<file path="src/rtl/uart_pkg.sv">
// ----------------------------------------------------------------------------
// uart_pkg
// Shared definitions for the IOBUS UART transmitter:
//   - tx_state_t     : serialiser FSM states
//   - OFS_*          : register offsets from the block's base address
//   - STAT_*         : bit positions inside the STATUS register
//   - eff_div()      : maps a programmed divider to the cycles-per-bit used
// ----------------------------------------------------------------------------
package uart_pkg;

    typedef enum logic [1:0] {
        IDLE  = 2'd0,
        START = 2'd1,
        DATA  = 2'd2,
        STOP  = 2'd3
    } tx_state_t;

    localparam logic [31:0] OFS_TXDATA = 32'd0;
    localparam logic [31:0] OFS_STATUS = 32'd4;
    localparam logic [31:0] OFS_BAUD   = 32'd8;

    localparam int STAT_FULL  = 0;
    localparam int STAT_EMPTY = 1;
    localparam int STAT_BUSY  = 2;
    localparam int STAT_OVF   = 3;

    // A divider of zero would stall the bit timer, so it is treated as one
    // cycle per bit.
    function automatic logic [15:0] eff_div(input logic [15:0] div);
        return (div == 16'd0) ? 16'd1 : div;
    endfunction

endpackage

</file>
<file path="src/rtl/sync_fifo.sv">
// ----------------------------------------------------------------------------
// sync_fifo
// Single-clock first-word-fall-through FIFO. DOUT always shows the head entry
// while the FIFO is not empty; a pop simply advances the read pointer.
// Ports:
//   clk    in          clock, rising edge
//   rst_n  in          asynchronous reset, active-low (empties the FIFO)
//   push   in          write din this cycle (ignored when full unless popping)
//   din    in  WIDTH   write data
//   pop    in          consume the head entry (ignored when empty)
//   dout   out WIDTH   head entry
//   full   out         DEPTH entries held
//   empty  out         no entries held
// ----------------------------------------------------------------------------
module sync_fifo #(
    parameter int WIDTH = 8,
    parameter int DEPTH = 8
) (
    input  logic             clk,
    input  logic             rst_n,
    input  logic             push,
    input  logic [WIDTH-1:0] din,
    input  logic             pop,
    output logic [WIDTH-1:0] dout,
    output logic             full,
    output logic             empty
);

    localparam int AW = $clog2(DEPTH);

    logic [WIDTH-1:0] mem [DEPTH];
    logic [AW:0]      wr_ptr_reg;
    logic [AW:0]      rd_ptr_reg;
    logic             do_push;
    logic             do_pop;

    // Pointers carry one extra wrap bit: equal low bits with differing wrap
    // bits means full, fully equal means empty.
    assign empty = (wr_ptr_reg == rd_ptr_reg);
    assign full  = (wr_ptr_reg[AW] != rd_ptr_reg[AW]) &&
                   (wr_ptr_reg[AW-1:0] == rd_ptr_reg[AW-1:0]);

    assign do_pop  = pop && !empty;
    // A push into a full FIFO is accepted only when the head leaves in the
    // same cycle, so occupancy never exceeds DEPTH.
    assign do_push = push && (!full || do_pop);

    always_ff @(posedge clk or negedge rst_n) begin
        if (!rst_n) begin
            wr_ptr_reg <= '0;
            rd_ptr_reg <= '0;
        end else begin
            if (do_push) wr_ptr_reg <= wr_ptr_reg + (AW+1)'(1);
            if (do_pop)  rd_ptr_reg <= rd_ptr_reg + (AW+1)'(1);
        end
    end

    // Storage needs no reset; the pointers define which entries are valid.
    always_ff @(posedge clk) begin
        if (do_push) mem[wr_ptr_reg[AW-1:0]] <= din;
    end

    assign dout = mem[rd_ptr_reg[AW-1:0]];

endmodule

</file>
<file path="src/rtl/iobus_uart_tx.sv">
// ----------------------------------------------------------------------------
// iobus_uart_tx
// Memory-mapped 8N1 UART transmitter on the MCU's IOBUS. The CPU pushes bytes
// into a TX FIFO and polls STATUS; the serialiser sends them LSB first.
// Register window (offsets from BASE_ADDR, full 32-bit decode):
//   +0 TXDATA  W: push [7:0]            R: 0
//   +4 STATUS  R: {28'b0,OVF,BUSY,EMPTY,FULL}   W: clear OVF
//   +8 BAUDDIV R/W [15:0] cycles per bit (0 behaves as 1)
// Ports:
//   clk         in      system clock, rising edge
//   rst_n       in      asynchronous reset, active-low
//   iobus_addr  in  32  byte address
//   iobus_out   in  32  write data
//   iobus_wr    in      write strobe
//   iobus_in    out 32  read data, combinational from iobus_addr (0 if unmapped)
//   tx          out     serial line, registered, idles high
//   tx_irq      out     FIFO empty and serialiser idle
// ----------------------------------------------------------------------------
module iobus_uart_tx
    import uart_pkg::*;
#(
    parameter logic [31:0] BASE_ADDR   = 32'h1100_0100,
    parameter int          FIFO_DEPTH  = 8,
    parameter logic [15:0] DEFAULT_DIV = 16'd868
) (
    input  logic        clk,
    input  logic        rst_n,
    input  logic [31:0] iobus_addr,
    input  logic [31:0] iobus_out,
    input  logic        iobus_wr,
    output logic [31:0] iobus_in,
    output logic        tx,
    output logic        tx_irq
);

    // ---------------- address decode ----------------
    logic sel_txdata;
    logic sel_status;
    logic sel_baud;
    logic wr_txdata;
    logic wr_status;
    logic wr_baud;

    assign sel_txdata = (iobus_addr == BASE_ADDR + OFS_TXDATA);
    assign sel_status = (iobus_addr == BASE_ADDR + OFS_STATUS);
    assign sel_baud   = (iobus_addr == BASE_ADDR + OFS_BAUD);

    assign wr_txdata = iobus_wr && sel_txdata;
    assign wr_status = iobus_wr && sel_status;
    assign wr_baud   = iobus_wr && sel_baud;

    // Only the low half-word of write data is ever stored.
    logic unused_wdata;
    assign unused_wdata = ^iobus_out[31:16];

    // ---------------- state ----------------
    tx_state_t   state_reg;
    logic        tx_reg;
    logic [7:0]  shift_reg;
    logic [15:0] baud_cnt_reg;
    logic [2:0]  bit_idx_reg;
    logic [15:0] baud_div_reg;
    logic        ovf_reg;

    logic        fifo_pop;
    logic        fifo_full;
    logic        fifo_empty;
    logic [7:0]  fifo_dout;
    logic        bit_end;
    logic        busy;
    logic [15:0] reload;

    // Reload uses the divider register as it stands at the bit boundary, so
    // a BAUDDIV write never shortens the bit already in progress.
    assign reload  = eff_div(baud_div_reg) - 16'd1;
    assign bit_end = (baud_cnt_reg == 16'd0);
    assign busy    = (state_reg != IDLE);

    // The head is taken when idle, or at the end of a stop bit so that the
    // next start bit follows with no idle gap.
    assign fifo_pop = !fifo_empty &&
                      ((state_reg == IDLE) || ((state_reg == STOP) && bit_end));

    sync_fifo #(
        .WIDTH (8),
        .DEPTH (FIFO_DEPTH)
    ) u_fifo (
        .clk   (clk),
        .rst_n (rst_n),
        .push  (wr_txdata),
        .din   (iobus_out[7:0]),
        .pop   (fifo_pop),
        .dout  (fifo_dout),
        .full  (fifo_full),
        .empty (fifo_empty)
    );

    // ---------------- registers ----------------
    always_ff @(posedge clk or negedge rst_n) begin
        if (!rst_n) begin
            baud_div_reg <= DEFAULT_DIV;
            ovf_reg      <= 1'b0;
        end else begin
            if (wr_baud) baud_div_reg <= iobus_out[15:0];
            // Overflow only when the byte is actually lost: a push into a
            // full FIFO alongside a pop is accepted.
            if (wr_status)
                ovf_reg <= 1'b0;
            else if (wr_txdata && fifo_full && !fifo_pop)
                ovf_reg <= 1'b1;
        end
    end

    // ---------------- serialiser ----------------
    // tx_reg is updated together with each state change, so the line level
    // always corresponds to the state being entered.
    always_ff @(posedge clk or negedge rst_n) begin
        if (!rst_n) begin
            state_reg    <= IDLE;
            tx_reg       <= 1'b1;
            shift_reg    <= 8'd0;
            baud_cnt_reg <= 16'd0;
            bit_idx_reg  <= 3'd0;
        end else begin
            case (state_reg)
                IDLE: begin
                    tx_reg <= 1'b1;
                    if (fifo_pop) begin
                        shift_reg    <= fifo_dout;
                        baud_cnt_reg <= reload;
                        state_reg    <= START;
                        tx_reg       <= 1'b0;
                    end
                end
                START: begin
                    if (bit_end) begin
                        state_reg    <= DATA;
                        bit_idx_reg  <= 3'd0;
                        baud_cnt_reg <= reload;
                        tx_reg       <= shift_reg[0];
                    end else begin
                        baud_cnt_reg <= baud_cnt_reg - 16'd1;
                    end
                end
                DATA: begin
                    if (bit_end) begin
                        baud_cnt_reg <= reload;
                        if (bit_idx_reg == 3'd7) begin
                            state_reg <= STOP;
                            tx_reg    <= 1'b1;
                        end else begin
                            bit_idx_reg <= bit_idx_reg + 3'd1;
                            shift_reg   <= shift_reg >> 1;
                            tx_reg      <= shift_reg[1];
                        end
                    end else begin
                        baud_cnt_reg <= baud_cnt_reg - 16'd1;
                    end
                end
                STOP: begin
                    if (bit_end) begin
                        if (fifo_pop) begin
                            shift_reg    <= fifo_dout;
                            baud_cnt_reg <= reload;
                            state_reg    <= START;
                            tx_reg       <= 1'b0;
                        end else begin
                            state_reg <= IDLE;
                            tx_reg    <= 1'b1;
                        end
                    end else begin
                        baud_cnt_reg <= baud_cnt_reg - 16'd1;
                    end
                end
                default: begin
                    state_reg <= IDLE;
                    tx_reg    <= 1'b1;
                end
            endcase
        end
    end

    // ---------------- read mux ----------------
    always_comb begin
        iobus_in = 32'd0;
        if (sel_status) begin
            iobus_in[STAT_FULL]  = fifo_full;
            iobus_in[STAT_EMPTY] = fifo_empty;
            iobus_in[STAT_BUSY]  = busy;
            iobus_in[STAT_OVF]   = ovf_reg;
        end else if (sel_baud) begin
            iobus_in[15:0] = baud_div_reg;
        end
    end

    assign tx     = tx_reg;
    assign tx_irq = fifo_empty && !busy;

endmodule
</file>
<file path="config.mk">
export PLATFORM = sky130hd
export DESIGN_NAME = iobus_uart_tx
export DESIGN_NICKNAME = d
export VERILOG_FILES = /design/src/rtl/uart_pkg.sv /design/src/rtl/sync_fifo.sv /design/src/rtl/iobus_uart_tx.sv
export SDC_FILE = /design/constraint.sdc
export NUM_CORES = 1
export LEC_CHECK = 0
export BUFFER_PORTS_ARGS = -buffer_cell sky130_fd_sc_hd__buf_2
export CORE_MARGIN = 4
export CORE_UTILIZATION = 57
export DETAILED_ROUTE_END_ITERATION = 12
export PLACE_DENSITY = 0.78
export SYNTH_ARGS = -nofsm -noshare
export SYNTH_HDL_FRONTEND = slang
export SYNTH_SLANG_ARGS = --single-unit
</file>
<file path="constraint.sdc">
create_clock -name clk -period 4.4 [get_ports clk]
set_input_delay 0.44 -clock clk [delete_from_list [all_inputs] [get_ports clk]]
set_output_delay 0.44 -clock clk [all_outputs]
set_load 0.1 [all_outputs]
</file>
==> metrics.log, run 1 <==
INFO  metric max_stage_delay = 0.64 ns
INFO  metric maxSlewHeadroom = 0.429
INFO  metric finalWorstSetupSlack = 0.872 ns
INFO  metric post-place-ws = 0.905 ns
INFO  metric count_of_cell_types_in_the_netlist = 63
INFO  metric largest_fanout_on_the_critical_path = 17
INFO  metric worst_path_arrival_time = 3.82 ns
INFO  metric crit_buf_inv = 2
INFO  metric cp_cell_sequence = inv_1 > ha_1 > or3b_2 > nor4_4 > buf_4 > o21ai_2 > o41ai_4 > mux2_2
INFO  metric worstHoldPathType = input pin to async pin
INFO  metric largest_register_ff_count = 64
INFO  metric dominantRegCellSynth = edfxtp_1
INFO  metric drc_errors = 0
INFO  metric ctsResizeCount = 0
INFO  metric postCtsHoldBufs = 0
INFO  metric overflow = 0
INFO  metric switching_share = 0.245
INFO  metric synth.cell_area = 6400 µm²
INFO  metric timing_max_transition_violations_final = 0
INFO  metric final_net_count = 711
INFO  metric kind_of_capture_point_of_the_worst_setup_path = register
INFO  metric cpLargestDelayFamily = simple AND/OR/NAND/NOR gates
INFO  metric rsz_0062_raised_after_global_routing = no
INFO  metric layout.cells.non_filler = 785
INFO  metric drt_pass1_iterations = 5
INFO  metric place.detailed.instances = 753
INFO  metric power_report.internal_total = 2.18 mW
INFO  metric worst_r2r_endpoint = shift_reg[5]
INFO  metric clkSlewWorstSetupHoldPaths = 0.06 ns
INFO  metric vias_per_cell = 6.22
INFO  metric htree_levels = 4
INFO  metric cellLeakagePower = 3.10 nW
INFO  metric yosys_warning_total = 0
INFO  metric power_density = 386 nW/µm²
INFO  metric setup.worst_path.start_class = register
INFO  metric clock_power_share = 0.511
INFO  metric async_reset_ff_frac = 0.462
INFO  metric cts_made_buffers = 17
INFO  metric design_power_total = 2.89 mW
INFO  metric r2r_start = baud_cnt_reg[0]
INFO  metric max-cap-violations = 0
INFO  metric setup_crit_path_kind = register to register
INFO  metric p_comb_frac = 0.066
INFO  metric detailedRoute.firstIterationViolations = 477
INFO  metric max-clock-path-buffers = 2
INFO  metric grt_antenna_before_repair = 0
INFO  metric synth-edff-count = 64
INFO  metric number_of_global_route_vias_before_repair = 4808
INFO  metric reg2reg_setup_slack = 0.87 ns
INFO  metric die_h = 114 µm
INFO  metric num_vias = 4880
INFO  metric ys_ff_latch = 119
INFO  metric timing.clock.skew = 0.0116 ns
INFO  metric number_of_antenna_violating_nets_in_the_routed_design = 0
INFO  metric ys_seq_area_frac = 0.516
INFO  metric critPathRequiredTime = 4.69 ns
INFO  metric core-area = 10900 µm²
INFO  metric grt_first_pass_wirelength = 25300 µm
INFO  metric seq_power_share = 0.424
INFO  metric grt_util_all_layers = 0.253
INFO  metric floorplan.initialDensity = 0.586
INFO  metric rows = 38
INFO  metric gp_congestion = 0.894
INFO  metric fillers = 776
INFO  metric maximum_number_of_pins_on_one_net_before_global_route_repair = 56
INFO  metric final.period_utilization = 0.802
INFO  metric wl_per_cell = 19.6 µm
INFO  metric cp_max_stage_cell = o41ai_4
INFO  metric maxClockFrequency = 0.283 GHz
INFO  metric detail_route.wirelength = 15400 µm
INFO  metric drive_gt1_frac = 0.270
INFO  metric timing_hold_violations_final = 0
INFO  metric power.switching = 0.709 mW
INFO  metric die_wd = 114 µm
INFO  metric outcome = complete, no violations
INFO  metric top_level_ports = 101
INFO  metric syn_inst = 558
INFO  metric portBuffers = 68
INFO  metric cts-root-buf = clkbuf_16
INFO  metric vdd_drop_max = 286 µV
INFO  metric timing.final.setup_violations = 0
INFO  metric utilization = 0.685
INFO  metric cts.repair_timing.setup_buffer_count = 0
INFO  metric timing_worst_slew_pin_value = 0.849 ns
INFO  metric final_period_minus_worst_setup_slack = 3.53 ns
INFO  metric fp.dieArea = 13000 µm²
INFO  metric logic_depth_of_the_worst_register_to_register_path = 8
INFO  metric antenna_cells_inserted = 0
INFO  metric critical_path_depth = 8
INFO  metric post_synth.cell_area_avg = 11.5 µm²
INFO  metric cts_tree = yes
INFO  metric layout_overhead_on_the_synthesized_area = 17.0%
INFO  metric place_hpwl = 10100 µm
INFO  metric clock_latency_of_the_later_clocked_register_in_the_worst_skew_pair = 0.42 ns
INFO  metric tritoncts_num_sinks = 119
INFO  metric fin_setup_tns = 0 ns
==> power groups by stage <==
stage / sequential (mW) / combinational [mW] / clock [mW]
3_3_place_gp: 1.24 / 0.182 / 0
3_5_place_dp: 1.25 / 0.188 / 0
4_1_cts: 1.22 / 0.189 / 1.49
2_1_floorplan: 1.24 / 0.139 / 0
5_1_grt: 1.23 / 0.204 / 1.55
6_report: 1.22 / 0.189 / 1.48
==> logic make-up after synthesis <==
family / after synthesis / share of synthesized area
compound gates: 111 / 0.114
xor+xnor: 28 / 0.0383
fa+ha+maj: 12 / 0.0234
buf+inv: 57 / 0.0449
flops: 119 / 0.516
mux: 53 / 0.119
other cells: 1 / 0.000585
simple gates: 177 / 0.144
==> metrics by stage <==
stage | hold WS, ns | instance area, µm²
finish | 0.171 | 7490
global route | 0.225 | 7490
CTS | 0.194 | 7490
detailed placement | 0.472 | 6860
global placement | 0.466 | 6860
floorplan | 0.144 | 6460
==> synth_stat cells, types with 4 or more instances <==
cell type | number | area (µm²)
ha_1 | 12 | 150
and2_1 | 15 | 93.8
nor4b_1 | 4 | 35.0
clkbuf_1 | 15 | 56.3
nor4_1 | 14 | 87.6
a31oi_1 | 4 | 25.0
buf_4 | 17 | 128
or4_1 | 4 | 30.0
inv_1 | 13 | 48.8
nand3_1 | 7 | 35.0
or3_1 | 8 | 50.1
nor3_1 | 18 | 90.1
dfrtp_1 | 49 | 1230
mux2_2 | 25 | 282
nand4_1 | 5 | 31.3
xnor2_1 | 18 | 158
o21ai_0 | 30 | 150
nor2_1 | 52 | 195
o22ai_1 | 6 | 37.5
mux2i_1 | 12 | 120
mux4_2 | 16 | 360
edfxtp_1 | 64 | 1920
xor2_1 | 10 | 87.6
o211ai_1 | 5 | 37.5
a21oi_1 | 26 | 130
nand2_1 | 32 | 120
buf_2 | 7 | 35.0
a22o_1 | 6 | 52.6
a211oi_1 | 5 | 37.5
nand2b_1 | 4 | 25.0
dfstp_2 | 6 | 158
buf_1 | 4 | 15.0
==> worst max-delay path by stage <==
stage	from	to	slack [ns]
global route	baud_cnt_reg[0]	shift_reg[5]	0.71
global placement	baud_cnt_reg[0]	shift_reg[5]	0.99
finish	baud_cnt_reg[0]	shift_reg[5]	0.87
CTS	baud_cnt_reg[0]	shift_reg[5]	0.88
detailed placement	baud_cnt_reg[0]	shift_reg[5]	0.91
floorplan	iobus_addr[11]	iobus_in[0]	0.44
==> per-layer routing <==
layer | track usage | share of wire | vias up
li1 | - | - | 2221
met3 | 0.0674 | 0.089 | 23
met1 | 0.339 | 0.41 | 2375
met2 | 0.407 | 0.48 | 261
met4 | 0.0744 | 0.014 | 0
met5 | 0 | 0 | -
==> area by class of cell <==
| class | count | area [µm²] | share of cell area |
|---|---|---|---|
| multi-input combinational | 397 | 2870 | 0.383 |
| sequential | 119 | 3310 | 0.441 |
| inverter | 13 | 48.8 | 0.00651 |
| clock buffer | 17 | 425 | 0.0568 |
| timing repair buffer | 84 | 460 | 0.0614 |
| tap | 140 | 175 | 0.0234 |
| clock inverter | 15 | 205 | 0.0274 |
==> cells in the final DEF (no fill, tap or decap), types with 15 or more instances in the layout <==
cell type and n:
mux2_2 25, nand2_1 32, xnor2_1 18, nor3_1 18
buf_4 16, nor2_1 52, a21oi_1 26, conb_1 16
and2_1 15, edfxtp_1 64, buf_2 68, dfrtp_1 49
o21ai_0 30, mux4_2 16, clkbuf_16 17
No activity file was read; power rests on OpenSTA's default activity.
==> run 2: changes to the inputs <==
--- a/config.mk
+++ b/config.mk
@@ -7,9 +7,9 @@
 export LEC_CHECK = 0
 export BUFFER_PORTS_ARGS = -buffer_cell sky130_fd_sc_hd__buf_2
 export CORE_MARGIN = 4
-export CORE_UTILIZATION = 57
+export CORE_UTILIZATION = 52
 export DETAILED_ROUTE_END_ITERATION = 12
-export PLACE_DENSITY = 0.78
+export PLACE_DENSITY = 0.75
 export SYNTH_ARGS = -nofsm -noshare
 export SYNTH_HDL_FRONTEND = slang
 export SYNTH_SLANG_ARGS = --single-unit
==> constraint.sdc (replaced) <==
create_clock -name clk -period 3.2 [get_ports clk]
set_input_delay 0.32 -clock clk [delete_from_list [all_inputs] [get_ports clk]]
set_output_delay 0.32 -clock clk [all_outputs]
set_load 0.1 [all_outputs]
==> metrics.log, run 2 (same netlist as run 1, synthesis figures left out) <==
INFO  metric number_of_antenna_violating_nets_in_the_routed_design = 0
INFO  metric timing_max_transition_violations_final = 0
INFO  metric grt_antenna_before_repair = 0
INFO  metric timing_hold_violations_final = 0
INFO  metric clock_latency_of_the_later_clocked_register_in_the_worst_skew_pair = 0.41 ns
INFO  metric worst_path_arrival_time = 3.18 ns
INFO  metric rsz_0062_raised_after_global_routing = no
INFO  metric hold-path-endpoint = baud_div_reg[13]
INFO  metric kind_of_capture_point_of_the_worst_setup_path = register
INFO  metric clkSlewWorstSetupHoldPaths = 0.06 ns
INFO  metric setup_crit_path_kind = register to register
INFO  metric htree_levels = 4
INFO  metric worstHoldStart = iobus_out[13]
INFO  metric drive_gt1_frac = 0.288
INFO  metric min_delay_path_depth = 2
INFO  metric num_vias = 4888
INFO  metric cpLargestDelayFamily = simple AND/OR/NAND/NOR gates
INFO  metric max_stage_delay = 0.58 ns
INFO  metric power_density = 514 nW/µm²
INFO  metric timing.final.setup_violations = 0
INFO  metric fp.dieArea = 14200 µm²
INFO  metric cp_cell_sequence = inv_1 > ha_1 > or3b_2 > nor4_4 > a2111oi_1 > or4b_4 > nor2_1 > buf_4
INFO  metric critPathRequiredTime = 3.32 ns
INFO  metric cellLeakagePower = 3.17 nW
INFO  metric detail_route.wirelength = 15400 µm
INFO  metric max-clock-path-buffers = 2
INFO  metric worstHoldPathType = input pin to register
INFO  metric largest_register_ff_count = 64
INFO  metric vdd_drop_max = 336 µV
INFO  metric place.detailed.instances = 774
INFO  metric final_period_minus_worst_setup_slack = 3.06 ns
INFO  metric wl_per_cell = 19.0 µm
INFO  metric layout.cells.most_common = buf_2
INFO  metric largest_fanout_on_the_critical_path = 5
INFO  metric detailedRoute.firstIterationViolations = 318
INFO  metric final_net_count = 726
INFO  metric grt_first_pass_wirelength = 25300 µm
INFO  metric number_of_global_route_vias_before_repair = 4910
INFO  metric overflow = 0
INFO  metric r2r_start = baud_cnt_reg[0]
INFO  metric grt_util_all_layers = 0.227
INFO  metric reg2reg_setup_slack = 0.14 ns
INFO  metric antenna_cells_inserted = 0
INFO  metric logic_depth_of_the_worst_register_to_register_path = 8
INFO  metric fin_setup_tns = 0 ns
INFO  metric core-area = 12000 µm²
INFO  metric vias_per_cell = 6.06
INFO  metric drt_pass1_iterations = 5
INFO  metric max-cap-violations = 0
INFO  metric top_level_ports = 101
INFO  metric layout_overhead_on_the_synthesized_area = 19.3%
INFO  metric cts_tree = yes
INFO  metric drc_errors = 0
INFO  metric layout.cells.non_filler = 807
INFO  metric outcome = complete, no violations
INFO  metric timing.clock.skew = 0.00765 ns
INFO  metric whs = 0.145 ns
INFO  metric floorplan.initialDensity = 0.533
INFO  metric setup.worst_path.start_class = register
INFO  metric worst_r2r_endpoint = u_fifo.mem[4][3]
INFO  metric maximum_number_of_pins_on_one_net_before_global_route_repair = 37
INFO  metric gp_congestion = 0.922
INFO  metric crit_buf_inv = 2
INFO  metric timing_worst_slew_pin_value = 0.870 ns
INFO  metric maxSlewHeadroom = 0.419
INFO  metric die_h = 119 µm
INFO  metric cp_max_stage_cell = or4b_4
INFO  metric cts_made_buffers = 17
INFO  metric portBuffers = 68
INFO  metric cts-root-buf = clkbuf_16
INFO  metric final.period_utilization = 0.956
INFO  metric layout_common_cells = buf_2 (68), edfxtp_1 (64), nor2_1 (52)
INFO  metric place_hpwl = 10600 µm
INFO  metric tritoncts_num_sinks = 119
INFO  metric die_wd = 119 µm
INFO  metric rows = 40
INFO  metric maxClockFrequency = 0.327 GHz
run 2: layout make-up:
cell class / count / area, µm²
timing repair buffer: 99 / 588
sequential: 119 / 3310
clock buffer: 17 / 425
inverter: 13 / 48.8
fill: 874 / 4370
tap: 147 / 184
multi-input combinational: 397 / 2900
clock inverter: 15 / 190
run 2: how the worst max path moves through the flow:
stage	start	to	slack, ns	depth (start not counted)
after global routing	baud_cnt_reg[0]	u_fifo.mem[4][1]	0.03	8
after floorplan	iobus_addr[11]	iobus_in[1]	-0.41	5
after global placement	baud_cnt_reg[0]	u_fifo.mem[6][4]	0.14	8
after CTS	baud_cnt_reg[0]	baud_cnt_reg[5]	0.09	10
final	baud_cnt_reg[0]	u_fifo.mem[4][3]	0.14	8
after detailed placement	baud_cnt_reg[0]	u_fifo.mem[6][4]	0.06	8
run 2: power breakdown:
| group | leakage, nW | total (mW) | internal (mW) | switching (mW) |
|---|---|---|---|---|
| clock | 0.295 | 1.98 | 1.24 | 0.733 |
| sequential | 1.32 | 1.68 | 1.66 | 0.0256 |
| combinational | 1.56 | 0.267 | 0.0804 | 0.187 |
| total | 3.17 | 3.93 | 2.98 | 0.945 |
run 2: routing by layer:
layer,vias to the layer above,GRT usage,share of wire
met5,-,0,0
met4,0,0.0876,0.025
met3,36,0.0636,0.085
met2,243,0.361,0.48
met1,2372,0.296,0.41
li1,2237,-,-
run 2: through the flow:
stage	utilization	setup slack [ns]	cell area, µm²	power, mW
global placement	0.583	0.144	7000	1.96
finish	0.636	0.140	7640	3.93
detailed placement	0.583	0.0554	7000	1.98
CTS	0.635	0.0932	7630	3.94
floorplan	-	-0.408	6470	1.90
global route	0.636	0.0250	7640	4.05
run 2: what timing repair did:
item	CTS	global route
endpoints found under the setup margin	5	2
endpoints found under the hold margin	18	0
gates resized for setup	1	3
buffers inserted	0	0
hold buffers	1	0
run 2: worst reg2reg max path, cell delays in order, from the launching register on:
cell	delay, ns
dfrtp_1	0.41
inv_1	0.07
ha_1	0.17
or3b_2	0.50
nor4_4	0.40
a2111oi_1	0.23
or4b_4	0.58
nor2_1	0.21
buf_4	0.19
==> run 3: changes to the inputs <==
--- a/config.mk
+++ b/config.mk
@@ -12,4 +12,5 @@
 export PLACE_DENSITY = 0.75
 export SYNTH_ARGS = -nofsm -noshare
 export SYNTH_HDL_FRONTEND = slang
+export SYNTH_HIERARCHICAL = 1
 export SYNTH_SLANG_ARGS = --single-unit
==> metrics.log, run 3 <==
INFO  metric worstHoldPathType = input pin to async pin
INFO  metric detailedRoute.firstIterationViolations = 553
INFO  metric ys_seq_area_frac = 0.482
INFO  metric cts-root-buf = clkbuf_16
INFO  metric top_level_ports = 101
INFO  metric count_of_cell_types_in_the_netlist = 78
INFO  metric power_report.internal_total = 2.88 mW
INFO  metric die_wd = 123 µm
INFO  metric fin_setup_tns = 0 ns
INFO  metric largest_register_ff_count = 64
INFO  metric timing.clock.skew = 0.00959 ns
INFO  metric synth_top_area_frac = 0.280
INFO  metric r2r_start = u_fifo/rd_ptr_reg[3]
INFO  metric dominantRegCellSynth = edfxtp_1
INFO  metric synth_top_cells_by_area = edfxtp_1 (28%), dfrtp_1 (18%), mux2_2 (3.1%)
INFO  metric place_hpwl = 11500 µm
INFO  metric number_of_global_route_vias_before_repair = 5130
INFO  metric maxClockFrequency = 0.345 GHz
INFO  metric max-cap-violations = 0
INFO  metric timing.final.setup_violations = 0
INFO  metric final.period_utilization = 0.907
INFO  metric async_reset_ff_frac = 0.462
INFO  metric cellLeakagePower = 3.33 nW
INFO  metric ctsResizeCount = 0
INFO  metric yosys_warning_total = 6
INFO  metric final_net_count = 735
INFO  metric portBuffers = 68
INFO  metric floorplan.initialDensity = 0.536
INFO  metric reg2reg_setup_slack = 0.30 ns
INFO  metric layout_common_cells = buf_2 (65), edfxtp_1 (64), dfrtp_1 (49)
INFO  metric clock_latency_of_the_later_clocked_register_in_the_worst_skew_pair = 0.42 ns
INFO  metric rsz_0062_raised_after_global_routing = no
INFO  metric wl_per_cell = 19.5 µm
INFO  metric critPathRequiredTime = 3.33 ns
INFO  metric fp.dieArea = 15100 µm²
INFO  metric ys_ff_latch = 119
INFO  metric logic_depth_of_the_worst_register_to_register_path = 9
INFO  metric setup_crit_path_kind = register to register
INFO  metric post-place-ws = 0.341 ns
INFO  metric power_density = 468 nW/µm²
INFO  metric layout.cells.most_common = buf_2
INFO  metric final_period_minus_worst_setup_slack = 2.90 ns
INFO  metric seq_power_share = 0.430
INFO  metric clkSlewWorstSetupHoldPaths = 0.06 ns
INFO  metric kind_of_capture_point_of_the_worst_setup_path = register
INFO  metric tritoncts_num_sinks = 119
INFO  metric synth-edff-count = 64
INFO  metric timing_worst_slew_pin_value = 0.753 ns
INFO  metric utilization = 0.629
INFO  metric drc_errors = 0
INFO  metric grt_util_all_layers = 0.229
INFO  metric cts_made_buffers = 17
INFO  metric maxSlewHeadroom = 0.494
INFO  metric synth.cell_area = 6850 µm²
INFO  metric outcome = complete, no violations
INFO  metric num_vias = 5142
INFO  metric synthDominantAreaCellType = edfxtp_1
INFO  metric power.switching = 0.877 mW
INFO  metric ys_top_cells_by_count = edfxtp_1 (64), dfrtp_1 (49), nor2_1 (40)
INFO  metric htree_levels = 4
INFO  metric syn_inst = 580
INFO  metric vdd_drop_max = 512 µV
INFO  metric antenna_cells_inserted = 0
INFO  metric overflow = 0
INFO  metric cts_tree = yes
INFO  metric vias_per_cell = 6.11
INFO  metric core-area = 12800 µm²
INFO  metric drt_pass1_iterations = 5
INFO  metric largest_fanout_on_the_critical_path = 12
INFO  metric worst_path_arrival_time = 3.03 ns
INFO  metric number_of_antenna_violating_nets_in_the_routed_design = 0
INFO  metric postCtsHoldBufs = 0
INFO  metric max-clock-path-buffers = 2
INFO  metric switching_share = 0.233
INFO  metric setup.worst_path.start_class = register
INFO  metric rows = 41
INFO  metric finalWorstSetupSlack = 0.299 ns
INFO  metric gp_congestion = 0.902
INFO  metric p_comb_frac = 0.039
INFO  metric drive_gt1_frac = 0.287
INFO  metric timing_hold_violations_final = 0
INFO  metric whs = 0.0317 ns
INFO  metric worst_r2r_endpoint = u_fifo/mem[1][4]
INFO  metric cts.repair_timing.setup_buffer_count = 0
INFO  metric detail_route.wirelength = 16400 µm
INFO  metric layout_overhead_on_the_synthesized_area = 17.2%
INFO  metric timing_max_transition_violations_final = 0
INFO  metric grt_first_pass_wirelength = 26300 µm
INFO  metric grt_antenna_before_repair = 0
INFO  metric design_power_total = 3.76 mW
INFO  metric clock_power_share = 0.531
INFO  metric die_h = 123 µm
INFO  metric maximum_number_of_pins_on_one_net_before_global_route_repair = 56
INFO  metric post_synth.cell_area_avg = 11.8 µm²
INFO  metric yosys.cell_count.top_type = edfxtp_1
[run 3: how the worst max path moves through the flow]
stage	startpoint	end	slack, ns	cells past startpoint
global placement	iobus_addr[11]	baud_div_reg[13]	0.48	6
detailed placement	baud_div_reg[0]	baud_cnt_reg[8]	0.34	9
global route	u_fifo/wr_ptr_reg[3]	u_fifo/mem[1][3]	0.11	9
CTS	u_fifo/rd_ptr_reg[3]	u_fifo/mem[1][4]	0.31	9
finish	u_fifo/rd_ptr_reg[3]	u_fifo/mem[1][4]	0.30	9
floorplan	baud_cnt_reg[0]	u_fifo/mem[2][0]	-0.24	12
[run 3: area by class of cell]
type,instances,area [µm²]
Fill cell,952,4740
Clock inverter,15,188
Clock buffer,17,425
Sequential cell,119,3310
Tap cell,172,215
Multi-Input combinational cell,411,3260
Inverter,11,41.3
Timing Repair Buffer,96,596
[run 3: logic make-up after synthesis]
family	share of synthesized area
AOI/OAI and AO/OA	0.125
xor gates and xnor gates	0.0329
adders and majority gates	0.0219
buffers and inverters	0.0537
DFF	0.482
muxes	0.131
other	0.000547
and+or+nand+nor	0.153
[run 3: through the flow]
| stage | instances | instance area (µm²) |
|---|---|---|
| after floorplan | 595 | 6940 |
| after global placement | 809 | 7420 |
| after detailed placement | 809 | 7420 |
| after CTS | 841 | 8030 |
| after global routing | 841 | 8030 |
| final | 841 | 8030 |
[run 3: power groups by stage]
stage	clock network [mW]	registers, mW	logic [mW]
after global placement	0	1.65	0.144
after detailed placement	0	1.65	0.147
after CTS	2.01	1.62	0.148
after global routing	2.10	1.62	0.157
final	2.00	1.62	0.146
after floorplan	0	1.65	0.101
[run 3: worst max-delay path: stages (launching register included)]
cell and delay, ns:
dfrtp_1 0.46, xor2_1 0.35, nor2_1 0.09, buf_4 0.19
nor2b_1 0.31, a21oi_2 0.11, inv_1 0.40, nor3_2 0.18
nor4_1 0.26, buf_4 0.25
[run 3: metal layers]
metal	up-vias	GRT usage	wire length, µm
li1	2362	-	-
met1	2549	0.300	6810
met2	209	0.369	8120
met3	22	0.0576	1160
met4	0	0.0854	279
met5	-	0	0
